==> config.mk <==
export PLATFORM = sky130hd
export DESIGN_NAME = matrix_frame_scheduler
export DESIGN_NICKNAME = d
export VERILOG_FILES = /design/src/rtl/matrix_frame_scheduler_pkg.sv /design/src/rtl/matrix_frame_scheduler_arb.sv /design/src/rtl/matrix_frame_scheduler.sv
export SDC_FILE = /design/constraint.sdc
export NUM_CORES = 1
export LEC_CHECK = 0
export ABC_CLOCK_PERIOD_IN_PS = 2500
export CORE_AREA = 2 2 407 409
export CTS_CLUSTER_DIAMETER = 100
export DETAILED_ROUTE_END_ITERATION = 8
export DIE_AREA = 0 0 409 411
export SYNTH_ARGS = -nofsm -noshare
export SYNTH_HDL_FRONTEND = slang
export SYNTH_SLANG_ARGS = --single-unit
==> constraint.sdc <==
create_clock -name CLK -period 2.5 [get_ports CLK]
set_input_delay 0.375 -clock CLK [delete_from_list [all_inputs] [get_ports CLK]]
set_output_delay 0.375 -clock CLK [all_outputs]
set_load 0.02 [all_outputs]
==> src/rtl/matrix_frame_scheduler_pkg.sv <==
// Shared render package for the matrix frame scheduler.
// Holds matrix geometry, FSM state codes and matrix-state codes.
package matrix_frame_scheduler_pkg;

    // 4x4 matrix of 21-bit Q-format entries, packed
    localparam int MTX_W = 336;
    localparam int ST_W  = 4;

    // Scheduler FSM states
    localparam logic [1:0] S_IDLE   = 2'd0;
    localparam logic [1:0] S_PEND   = 2'd1;
    localparam logic [1:0] S_COMMIT = 2'd2;
    localparam logic [1:0] S_NORM   = 2'd3;

    // Matrix-state codes carried alongside each matrix
    localparam logic [3:0] MST_NONE   = 4'h0;
    localparam logic [3:0] MST_VALID  = 4'h1;
    localparam logic [3:0] MST_IDENT  = 4'h2;
    localparam logic [3:0] MST_SCALED = 4'h3;

endpackage

==> src/rtl/matrix_frame_scheduler_arb.sv <==
// Two-way round-robin arbiter with a last-grant pointer.
// Ports: clk, rst_n, req[1:0], en in; grant[1:0] one-hot out.
module rr_arbiter2 (
    input  logic       clk,
    input  logic       rst_n,
    input  logic [1:0] req,
    input  logic       en,
    output logic [1:0] grant
);

    // 1 after reset so requester 0 wins the first tie
    logic last;

    always_comb begin
        grant = 2'b00;
        if (en) begin
            if (req == 2'b11)
                grant = last ? 2'b01 : 2'b10;
            else
                grant = req;
        end
    end

    // A grant is always a transfer: grant only goes to a valid requester
    always_ff @(posedge clk or negedge rst_n) begin
        if (!rst_n)
            last <= 1'b1;
        else if (en && (req != 2'b00))
            last <= grant[1];
    end

endmodule

==> src/rtl/matrix_frame_scheduler.sv <==
// Accepts matrices from two requesters, commits at vertical blank and
// supervises normalization. Ports: CLK, rst_n, req0/1 handshake,
// frame_start, norm_start/norm_done, mtrxOut, matrixStateOut, busy,
// err_timeout.
module matrix_frame_scheduler
    import matrix_frame_scheduler_pkg::*;
#(
    parameter int MTX_W   = matrix_frame_scheduler_pkg::MTX_W,
    parameter int ST_W    = matrix_frame_scheduler_pkg::ST_W,
    parameter int TIMEOUT = 64
) (
    input  logic             CLK,
    input  logic             rst_n,
    input  logic             req0_valid,
    input  logic [MTX_W-1:0] req0_mtx,
    input  logic [ST_W-1:0]  req0_state,
    output logic             req0_ready,
    input  logic             req1_valid,
    input  logic [MTX_W-1:0] req1_mtx,
    input  logic [ST_W-1:0]  req1_state,
    output logic             req1_ready,
    input  logic             frame_start,
    output logic             norm_start,
    input  logic             norm_done,
    output logic [MTX_W-1:0] mtrxOut,
    output logic [ST_W-1:0]  matrixStateOut,
    output logic             busy,
    output logic             err_timeout
);

    localparam int CW = $clog2(TIMEOUT + 1);
    localparam logic [CW-1:0] TMO = CW'(TIMEOUT);

    logic [1:0]       state;
    logic [1:0]       state_nxt;
    logic [1:0]       grant;
    logic             xfer;
    logic             commit;
    logic             tmo;
    logic [CW-1:0]    cnt;
    logic [CW-1:0]    cnt_nxt;
    logic [MTX_W-1:0] stg_mtx;
    logic [ST_W-1:0]  stg_st;

    // Gating with rst_n keeps ready low while reset is held
    rr_arbiter2 u_arb (
        .clk   (CLK),
        .rst_n (rst_n),
        .req   ({req1_valid, req0_valid}),
        .en    ((state == S_IDLE) && rst_n),
        .grant (grant)
    );

    assign req0_ready = grant[0];
    assign req1_ready = grant[1];
    assign xfer       = |grant;
    assign commit     = (state == S_PEND) && frame_start;
    assign cnt_nxt    = cnt + CW'(1);

    always_comb begin
        state_nxt = state;
        tmo       = 1'b0;
        case (state)
            S_IDLE:   if (xfer) state_nxt = S_PEND;
            S_PEND:   if (frame_start) state_nxt = S_COMMIT;
            S_COMMIT: state_nxt = S_NORM;
            S_NORM: begin
                if (norm_done) begin
                    state_nxt = S_IDLE;
                end else if (cnt_nxt == TMO) begin
                    tmo       = 1'b1;
                    state_nxt = S_IDLE;
                end
            end
            default:  state_nxt = S_IDLE;
        endcase
    end

    always_ff @(posedge CLK or negedge rst_n) begin
        if (!rst_n) begin
            state          <= S_IDLE;
            busy           <= 1'b0;
            norm_start     <= 1'b0;
            err_timeout    <= 1'b0;
            cnt            <= '0;
            stg_mtx        <= '0;
            stg_st         <= '0;
            mtrxOut        <= '0;
            matrixStateOut <= '0;
        end else begin
            state      <= state_nxt;
            busy       <= (state_nxt != S_IDLE);
            norm_start <= commit;
            if (xfer) begin
                stg_mtx <= grant[1] ? req1_mtx : req0_mtx;
                stg_st  <= grant[1] ? req1_state : req0_state;
            end
            // Outputs update on the commit edge so they appear
            // together with norm_start
            if (commit) begin
                mtrxOut        <= stg_mtx;
                matrixStateOut <= stg_st;
            end
            // First NORM cycle sees a count of 1
            if (state == S_COMMIT)
                cnt <= CW'(1);
            else if ((state == S_NORM) && (cnt != TMO))
                cnt <= cnt_nxt;
            if (tmo)
                err_timeout <= 1'b1;
        end
    end

endmodule

After elaboration in Yosys (flattened, before gate mapping)
Cells that the tools add are included.
- output and inout port bits: 345
- register bits after elaboration: 693
- input bits: 686
- logic and storage cells: 41
- equal/unequal tests: 6
- reductions and logical operators: 9
- add/subtract/negate cells: 1
- muxes and demuxes: 15
- operators with widths (kind ; count):
    $mux W336 ; 1
    $mux W2 ; 7
    $mux W7 ; 2
    $pmux W2 S4 ; 1
    $add A7 B1 Y7 const B ; 1
    $eq A7 B7 Y1 const B ; 1
    $ne A7 B7 Y1 const B ; 1
    $eq A2 B2 Y1 const B ; 3
    $reduce_bool A2 Y1 ; 3
    $logic_and A1 B1 Y1 ; 4
    $mux W4 ; 1
    $mux W1 ; 3
    $eq A2 B1 Y1 const B ; 1
    $logic_not A2 Y1 ; 1
    $reduce_or A2 Y1 ; 1

Depth between registers and ports, before layout
- word-level depth: 7
- depth in mapped cells: 10
- mapped depth without buffers: 5

By module
From an unflattened synthesis, not the netlist that was laid out.
- cells, all modules: 2988
- area total of the unflattened synthesis: 28866.4 um^2
- by module, submodules not included (module ; times used ; seq. area each (um^2) ; cells an instance ; area an instance (um^2)):
    matrix_frame_scheduler ; 1 ; 17316.6 ; 2980 ; 28803.9
    rr_arbiter2 ; 1 ; 26.3 ; 8 ; 62.6

Least setup slack after synthesis
OpenSTA, ideal clock, no wires.
- kind: reg-to-output
- start point: register state[0]
- end point: output port req1_ready
- data arrival time: 1392 ps
- data required time: 2125 ps
- stages on the path, launching flop included: 8
- path buffers: 5
- setup slack: 733 ps
- path through: dfrtp_1 > buf_6 > nor3b_2 > and3_1 > buf_4 > buf_6 > buf_8 > buf_2
- longest elaborated chain between the ends: 3
- ends and longest elaborated chain (item ; line ; RTL):
    start: declaration ; matrix_frame_scheduler.sv:34 ; logic [1:0] state;
    start signal: assignment ; matrix_frame_scheduler.sv:91 ; state <= state_nxt;
    $logic_not A2 Y1 ; matrix_frame_scheduler.sv:50 ; .en ((state == S_IDLE) && rst_n),
    $logic_and A1 B1 Y1 ; matrix_frame_scheduler.sv:50 ;
    $mux W2 ; matrix_frame_scheduler_arb.sv:16 ; if (en) begin
    end: declaration ; matrix_frame_scheduler.sv:21 ; output logic req1_ready,
Every way passes these cells.

Worst setup path in the final report
- start point: input port rst_n
- end point: output port req0_ready
- longest elaborated chain between the ends: 2
- ends and longest elaborated chain (item ; line ; RTL):
    start: declaration ; matrix_frame_scheduler.sv:13 ; input logic rst_n,
    $logic_and A1 B1 Y1 ; matrix_frame_scheduler.sv:50 ;
    $mux W2 ; matrix_frame_scheduler_arb.sv:16 ;
    end: declaration ; matrix_frame_scheduler.sv:17 ; output logic req0_ready,
Every way passes these cells.

==> results.ini <==
[placed_design]
dpl.hpwl_mm=107.4
port_buffers=1030
dpl_cell_area_um2=42110
gp_congestion=0.8857
dp_cells=6108

[timing]
timing.slew.headroom=0.3546
hold_viol_final=0
rsz0062_at_grt=no
fmax_ghz=0.4312
skew_ns=0.05605
setup_violations=0
maxSlewViolCount=0
tightest_slew_ns=0.9680
min_period_ns=2.319
hold_ws_ns=0.2103
period_share=0.9276
tns_ns=0

[logic_synthesis]
synth_xor_area_frac=0
yosysWarnings=0
yosysTopAreaCell=dfrtp_1
yosysUniqueCellTypes=39
synth_ff_type=dfrtp_1
synth.top_cell.area_share=0.5937
syn_area_um2=29170
synth-simple-area-share=0.1809
syn_avg_cell_area_um2=9.749
synth_nets=3680
synth_top_family_by_area=simple AND/OR/NAND/NOR gates
synthCells=2992
synth_seq_area_share=0.5946
synth_compound_area_frac=0.06366
synthMuxAreaShare=0.1174
synth_edf_count=0
synth_fa_ha_area_frac=0.0008579
synth.area.top_cells=dfrtp_1 59%, nand2_1 18%, mux2i_1 12%
ys_ff_latch=693
synthArstFlopShare=1.000

[worst_setup_path]
critical_path_class=in -> out
crit_start=rst_n
reg2reg_depth=6
crit_chain=dlygate4sd3_1 -> buf_8 -> nor3b_2 -> nand3_4 -> buf_12 -> inv_1 -> buf_4
crit_path_max_incr_delay_ns=0.56
r2r-end=stg_mtx[168]
path_delay_family=buffers and inverters
startpoint_type=input port
endpoint_kind=output pin
crit_required_ns=2.12
r2r_start=state[1]
worst-path-max-fanout=24
rrSetupSlack_ns=0.29
crit_path_top_delay_cell=dlygate4sd3_1
crit_buf_inv=5
critical_path_arrival_ns=1.94

[global_route]
grtUsageTotal=0.1599
grt_max_degree=158
grt_overflow=0
antenna_found_initial=93
grt_pass1_wl_mm=193.7
first_global_vias=25810

[layout]
fillers=17220
finalNetCount=4694
final_util=0.2745
drive_gt1_frac=0.05602
syn2layout_area_growth_pct=54.20
final_cells=6284
stdcell_area_um2=44980

[pwr]
power_switching_share=0.3692
switchingPower_w=0.01844
leakage_nw=21.65
p_clk_frac=0.246
combPwrFrac=0.370
powerDensity_nw_per_um2=1111
p_int_w=0.03151
vdd_drop_max_v=0.0006111
pwr-share-seq=0.384

[die]
initial_utilization=0.1780
top_level_ports=1031
row_count=149
die_height_um=411
die_x_um=409
die_area_um2=168100
coreArea_um2=163900

[worst_hold_path]
hold_class=in -> reg
worstHoldPathCells=3
hold_path_end=stg_mtx[258]
worstHoldStart=req1_mtx[258]

[clock_network]
htree_num_levels=3
ctsRootBufferMaster=clkbuf_16
cts.sinks=693
numCtsBuffers=83
clockBufferDepth=3
cts_tree=done
path_clk_slew_ns=0.06
clk_latency_ns=0.70

[routing]
final_antenna_net_count=0
drt_iter0_drc=1909
drt-pass1-iter-count=7
vias=25600
wl_per_cell_um=22.02
wirelength_mm=138.4
routed_via_density=4.074
drc_errors=0

[run]
max-cap-violations=0

[outcome]
status=complete, no violations

-- area by class of cell --
| class | count | area, um2 | area share |
|---|---|---|---|
| clock buffers | 126 | 2460 | 0.05469 |
| multi-input cells | 2096 | 10600 | 0.2357 |
| inverters | 11 | 48.80 | 0.001085 |
| clock inverters | 23 | 321.6 | 0.007150 |
| repair buffers | 1121 | 11400 | 0.2535 |
| well taps | 2189 | 2739 | 0.06090 |
| diodes | 25 | 62.56 | 0.001391 |
| flip-flops and latches | 693 | 17340 | 0.3856 |
-- worst register-to-register path, cell delays in order, from the launching register on --
cell     delay (ns)
dfrtp_1        0.38
nor3b_2        0.30
and3_4         0.32
buf_4          0.19
buf_12         0.20
buf_12         0.44
o21ai_0        0.26
-- synth_stat cells (4+ instances only) --
cell type,number
nand2_1,1364
dfrtp_1,692
mux2i_1,342
o21ai_0,261
o21ai_1,82
buf_2,73
clkbuf_1,51
buf_4,33
buf_6,31
inv_1,10
nand3_1,5
a21oi_1,4
o22ai_1,4
-- sequential cells by signal (all words and copies together), names as in the netlist --
register,count
norm_start,1
stg_st,4
cnt,7
mtrxOut,336
busy,1
state,2
matrixStateOut,4
err_timeout,1
u_arb.last,1
stg_mtx,336
-- power groups by stage --
| stage | registers [W] | logic, W | clock network, W |
|---|---|---|---|
| final | 0.0192 | 0.0185 | 0.0123 |
| after global placement | 0.0191 | 0.0184 | 0 |
| after floorplan | 0.0212 | 0.00715 | 0 |
| after global routing | 0.0197 | 0.0202 | 0.0131 |
| after CTS | 0.0191 | 0.0187 | 0.0126 |
| after detailed placement | 0.0192 | 0.0187 | 0 |
-- worst max path at each step --
stage | endpoint | slack [ns] | cells past startpoint
3_3_place_gp | stg_mtx[189] | 0.18 | 5
5_1_grt | req1_ready | 0.02 | 3
2_1_floorplan | req1_ready | 0.73 | 7
3_5_place_dp | stg_mtx[173] | 0.16 | 5
4_1_cts | req1_ready | 0.03 | 3
6_report | req0_ready | 0.18 | 7
-- metrics by stage --
stage / setup slack (ns) / power, W
final: 0.1810 / 0.04995
after global routing: 0.02387 / 0.05302
after CTS: 0.03087 / 0.05047
after detailed placement: 0.1619 / 0.03785
after global placement: 0.1795 / 0.03748
after floorplan: 0.7330 / 0.02832
-- cell usage in the layout (no fill, tap or decap), types with 10 or more instances in the layout --
master           instances
nand2_1               1364
clkdlybuf4s50_1       1027
dfrtp_1                692
mux2i_1                342
o21ai_0                261
clkbuf_16               84
o21ai_1                 82
buf_4                   59
buf_12                  32
diode_2                 25
clkbuf_1                22
clkbuf_8                20
inv_1                   10
-- metal layers --
layer / GRT usage / wire, um / up-vias
li1: - / - / 11740
met1: 0.2015 / 57570 / 12540
met2: 0.2552 / 65560 / 1007
met3: 0.04706 / 10580 / 275
met4: 0.06534 / 4352 / 48
met5: 0 / 310 / -
-- cells by family (layout without fill, tap and decap cells) --
logic type / Yosys count / count (layout)
AO/OA/AOI/OAI: 362 / 362
adder cells (fa/ha/maj): 2 / 2
buffers and inverters: 203 / 1281
flip-flops: 693 / 693
multiplexers: 342 / 342
other: 0 / 25
AND/OR/NAND/NOR: 1390 / 1390
-- repair_timing --
item	4_1_cts	5_1_grt
hold buffers	1	0
gates resized for setup	3	0
endpoints found under the setup margin	1	0
buffers inserted	1	0
hold endpoints to repair	68	0
(Power assumes the default switching activity.)
==> RTL edit 1: new RTL, same flow settings <==
Set the parameter `TIMEOUT` to 256 (it was 64).
--- a/src/rtl/matrix_frame_scheduler.sv
+++ b/src/rtl/matrix_frame_scheduler.sv
@@ -8,5 +8,5 @@
     parameter int MTX_W   = matrix_frame_scheduler_pkg::MTX_W,
     parameter int ST_W    = matrix_frame_scheduler_pkg::ST_W,
-    parameter int TIMEOUT = 64
+    parameter int TIMEOUT = 256
 ) (
     input  logic             CLK,
Check against the original RTL: no difference found for any inputs over 4 cycles, from zero or initial values and one cycle with rst_n low; that may be too few to reach the edited logic, so the function may still have changed.
==> RTL edit 1 against the original RTL <==
- die area unchanged
- count of clock-buffer cells in the layout is 16 lower
- setup slack got worse by 0.036 ns
- synthesized area shrank 0.63%
- clock skew fell by 0.026 ns
- register-to-register slack better by 0.11 ns
- wire length decreased by 10%
- utilization grew 0.17 points
- cell area up 0.64%
- total power decreased by 2.0%
- highest routed layer unchanged
- sequential cell count grew 2
==> RTL edit 1: results (changes against the original RTL) <==
{| class="wikitable"
! Metric !! Value
|-
| Result of the run || complete, no violations
|-
| Multi-input gate area || 10700 um^2 (+0.57%)
|-
| Met3 wire length || 10.3 mm (-2.5%)
|-
| Worst clock skew || 0.0304 ns (-0.0257 ns)
|-
| Final weighted congestion of routability-driven global placement || 0.894 (+0.95%)
|-
| Number of global-route vias before repair || 25200 (-2.4%)
|-
| Most numerous cell types in the synthesized netlist || 1373 x sky130_fd_sc_hd__nand2_1, 694 x sky130_fd_sc_hd__dfrtp_1, 340 x sky130_fd_sc_hd__mux2i_1
|-
| Global-route wire length before repair || 176 mm (-9.1%)
|-
| Slowest cell on the critical path || sky130_fd_sc_hd__clkdlybuf4s50_1
|-
| Final instance area || 45300 um^2 (+0.64%)
|-
| Cell count after placement || 6147 (+0.64%)
|-
| Synthesized flop and latch total || 695 (+0.29%)
|-
| Static power due to leakage || 20.0 nW (-7.8%)
|-
| GR Layer Usage met2 || 22.6% (-2.9 points)
|-
| Max IR drop VDD || 709 uV (+16%)
|-
| Met3 layer usage reported by global route || 5.02% (+0.32 points)
|-
| Area grow syn2layout || 56.2%
|-
| Drt first pass iters || 5 (-2)
|-
| Gate count of the mapped netlist || 3004 (+0.40%)
|-
| Total nets after synthesis || 3692 (+0.33%)
|-
| Non-clock inverter count in the final layout || 7 (-4)
|-
| Largest cells by area after synthesis || sky130_fd_sc_hd__dfrtp_1 60%, sky130_fd_sc_hd__nand2_1 18%, sky130_fd_sc_hd__mux2i_1 12%, sky130_fd_sc_hd__o21ai_1 4.8%, sky130_fd_sc_hd__o21ai_0 1.2%
|-
| Clock latency on the worst-skew pair || 0.68 ns (-0.02 ns)
|-
| Number of nets in the finished design || 4734 (+0.85%)
|-
| Largest stage delay on the critical path || 0.97 ns (+0.41 ns)
|-
| Post-DP HPWL || 96.8 mm (-9.9%)
|-
| Sequential area share after synthesis || 60.0% (+0.55 points)
|}
[RTL edit 1: cell types whose count changed after synthesis, sizes merged, moves of 4 or more]
cell,change
nand2,+8
o21ai,+4
buf,-36
o22ai,-4
clkbuf,+37
and3,+4
inv,-4
[RTL edit 1: where the power goes]
group / leakage, nW / internal (mW) / switching [mW] / total (mW)
combinational: 9.74 / 7.70 / 9.80 / 17.5
sequential: 8.83 / 16.0 / 2.84 / 18.9
clock: 1.39 / 7.32 / 5.24 / 12.6
[RTL edit 1: kinds of logic after synthesis]
logic type	synth area share (%)
AO/OA/AOI/OAI	6.39
adder cells (fa/ha/maj)	0.0863
XOR/XNOR	0.0907
buffers and inverters	3.32
flip-flops	60.0
AND/OR/NAND/NOR	18.4
multiplexers	11.7
[RTL edit 1: timing repair]
action / 4_1_cts / 5_1_grt
hold buffers: 1 / 0
resized for setup: 9 / 2
endpoints found under the hold margin: 38 / 0
setup buffers: 0 / 1
pin swaps: 0 / 1
endpoints found under the setup margin: 2 / 2
[RTL edit 1: path summary, 6_finish.rpt]
check	startpoint	end	cells past startpoint
setup / recovery	mtrxOut[318]$_DFFE_PN0P_	mtrxOut[318]	1
hold / removal	req0_mtx[65]	stg_mtx[65]$_DFFE_PN0P_	3
setup reg to reg	state[0]$_DFF_PN0_	stg_mtx[214]$_DFFE_PN0P_	6
hold reg to reg	stg_mtx[231]$_DFFE_PN0P_	mtrxOut[231]$_DFFE_PN0P_	2
max in group asynchronous	rst_n	stg_mtx[109]$_DFFE_PN0P_	5
min in group asynchronous	rst_n	mtrxOut[163]$_DFFE_PN0P_	3
[RTL edit 1: stage by stage]
step,hold slack [ns],setup slack [ns]
floorplan,0.0794,0.885
global placement,0.442,-0.0750
detailed placement,0.442,-0.0754
CTS,0.229,0.0118
global route,0.270,0.0423
finish,0.308,0.145
==> RTL edit 2: new RTL, config.mk and constraints unchanged <==
Made on the original files. Make the reset (`rst_n`) synchronous in 2 clocked blocks.
--- a/src/rtl/matrix_frame_scheduler_arb.sv
+++ b/src/rtl/matrix_frame_scheduler_arb.sv
@@ -23,5 +23,5 @@
 
     // A grant is always a transfer: grant only goes to a valid requester
-    always_ff @(posedge clk or negedge rst_n) begin
+    always_ff @(posedge clk) begin
         if (!rst_n)
             last <= 1'b1;
--- a/src/rtl/matrix_frame_scheduler.sv
+++ b/src/rtl/matrix_frame_scheduler.sv
@@ -77,5 +77,5 @@
     end
 
-    always_ff @(posedge CLK or negedge rst_n) begin
+    always_ff @(posedge CLK) begin
         if (!rst_n) begin
             state          <= S_IDLE;
Formal check against the unedited RTL: not equivalent (Yosys sat finds a counterexample within 4 cycles, from zero or initial values and one cycle with rst_n low; the reset may be asserted at any time).
==> RTL edit 2 against the original RTL <==
- worst hold slack improved by 0.068 ns
- utilization is 1.0 points lower
- fmax is 1.8% lower
- clock skew decreased by 0.018 ns
- sequential cell count unchanged
- cell area fell by 3.7%
- count of clock-buffer cells in the layout shrank 13
- wire length down 10%
- synthesized area fell by 8.4%
- register-to-register slack improved by 0.17 ns
- setup slack got worse by 0.043 ns
- critical endpoint unchanged
Power is not compared: it rests on default switching activity, and its combinational part moved more than twofold at a synthesized area within 25%.
==> RTL edit 2: results (changes against the original RTL) <==
{| class="wikitable"
! Metric !! Value
|-
| Largest stage delay on the critical path || 0.34 ns (-0.22 ns)
|-
| Met3 wire length || 9.23 mm (-13%)
|-
| Worst setup path category || reg -> out
|-
| R2R depth || 8 (+2)
|-
| TritonCTS buffer count || 81 (-2.4%)
|-
| Share of cell area taken by flip-flops and latches || 32.0% (-6.5 points)
|-
| Multi-input comb cells || 2443 (+17%)
|-
| Met3 layer usage reported by global route || 3.42% (-1.3 points)
|-
| Fraction of synthesis flops using an asynchronous set or reset pin || 0% (-100 points)
|-
| Layout buffer count excluding clock buffers || 1209 (+7.9%)
|-
| Final weighted congestion of routability-driven global placement || 0.977 (+10%)
|-
| Worst hold margin || 0.278 ns (+0.0681 ns)
|-
| Worst clock skew || 0.0377 ns (-0.0183 ns)
|-
| Share of the cycle needed by the critical path after routing || 94.5% (+1.7 points)
|-
| Fin util || 26.4% (-1.0 points)
|-
| Gate count of the mapped netlist || 3447 (+15%)
|-
| Multi-input logic portion of the cell area || 26.6% (+3.0 points)
|-
| Initial antenna violation count || 21 (-77%)
|-
| Compound-Gate Fraction of Synth Area || 18.3% (+12 points)
|-
| Diodes inserted || 14 (-44%)
|-
| Adder-cell share of the synthesized area || 0.0936% (+0.0078 points)
|-
| Total routing resource utilization after global routing || 13.9% (-2.1 points)
|-
| Largest cells by area after synthesis || sky130_fd_sc_hd__dfxtp_1 52%, sky130_fd_sc_hd__nand2_1 19%, sky130_fd_sc_hd__a311oi_1 11%, sky130_fd_sc_hd__a21oi_1 6.4%, sky130_fd_sc_hd__nor2_1 4.8%
|-
| Post-DP HPWL || 94.8 mm (-12%)
|-
| Number of global-route vias before repair || 26700 (+3.4%)
|-
| Sequential area share after synthesis || 51.9% (-7.6 points)
|-
| Filler cells || 17600 (+2.5%)
|-
| Result of the run || complete, no violations
|-
| Buffering overhead || 28.3% (+2.9 points)
|-
| DR WL/cell || 18.6 um (-16%)
|-
| Hold path startpoint || req1_mtx[208]
|-
| Number of nets in the finished design || 5124 (+9.2%)
|-
| Destination of the worst hold path || stg_mtx[208]$_SDFFE_PN0P_
|-
| Global-route wire length before repair || 176 mm (-8.9%)
|-
| Register-to-Register Setup Slack || 0.46 ns (+0.17 ns)
|-
| Number of vias in the routed layout || 28500 (+11%)
|-
| Most numerous cell types in the synthesized netlist || 1372 x sky130_fd_sc_hd__nand2_1, 693 x sky130_fd_sc_hd__dfxtp_1, 343 x sky130_fd_sc_hd__a21oi_1, 343 x sky130_fd_sc_hd__nor2_1, 341 x sky130_fd_sc_hd__a311oi_1
|-
| Slowest cell on the critical path || sky130_fd_sc_hd__dfxtp_1
|-
| Startpoint of the lowest-slack register-to-register path || state[0]$_SDFF_PN0_
|-
| Clock latency on the worst-skew pair || 0.67 ns (-0.03 ns)
|-
| Arrival time worst endpoint || 1.99 ns (+0.05 ns)
|-
| Drt first pass iters || 6 (-1)
|}
## RTL edit 2: cell count changes in the layout (fill, tap and decap cells not counted), moves of 73 or more
cell,delta
sky130_fd_sc_hd__a21oi_1,+339
sky130_fd_sc_hd__mux2i_1,-342
sky130_fd_sc_hd__o21ai_0,-257
sky130_fd_sc_hd__buf_4,+73
sky130_fd_sc_hd__dfrtp_1,-692
sky130_fd_sc_hd__o21ai_1,-82
sky130_fd_sc_hd__dfxtp_1,+693
sky130_fd_sc_hd__a311oi_1,+339
sky130_fd_sc_hd__nor2_1,+339
## RTL edit 2: what timing repair did
| action | in CTS | in global routing |
|---|---|---|
| hold endpoints to repair | 0 | 0 |
| resized for setup | 3 | 0 |
| setup endpoints to repair | 2 | 0 |
| setup buffers | 1 | 0 |
## RTL edit 2: worst max-delay path: cells and delay by family (launching register included)
| kind | cells | cell delay [ns] |
|---|---|---|
| flops | 1 | 0.34 |
| simple gates | 2 | 0.41 |
| buf+inv | 4 | 0.55 |
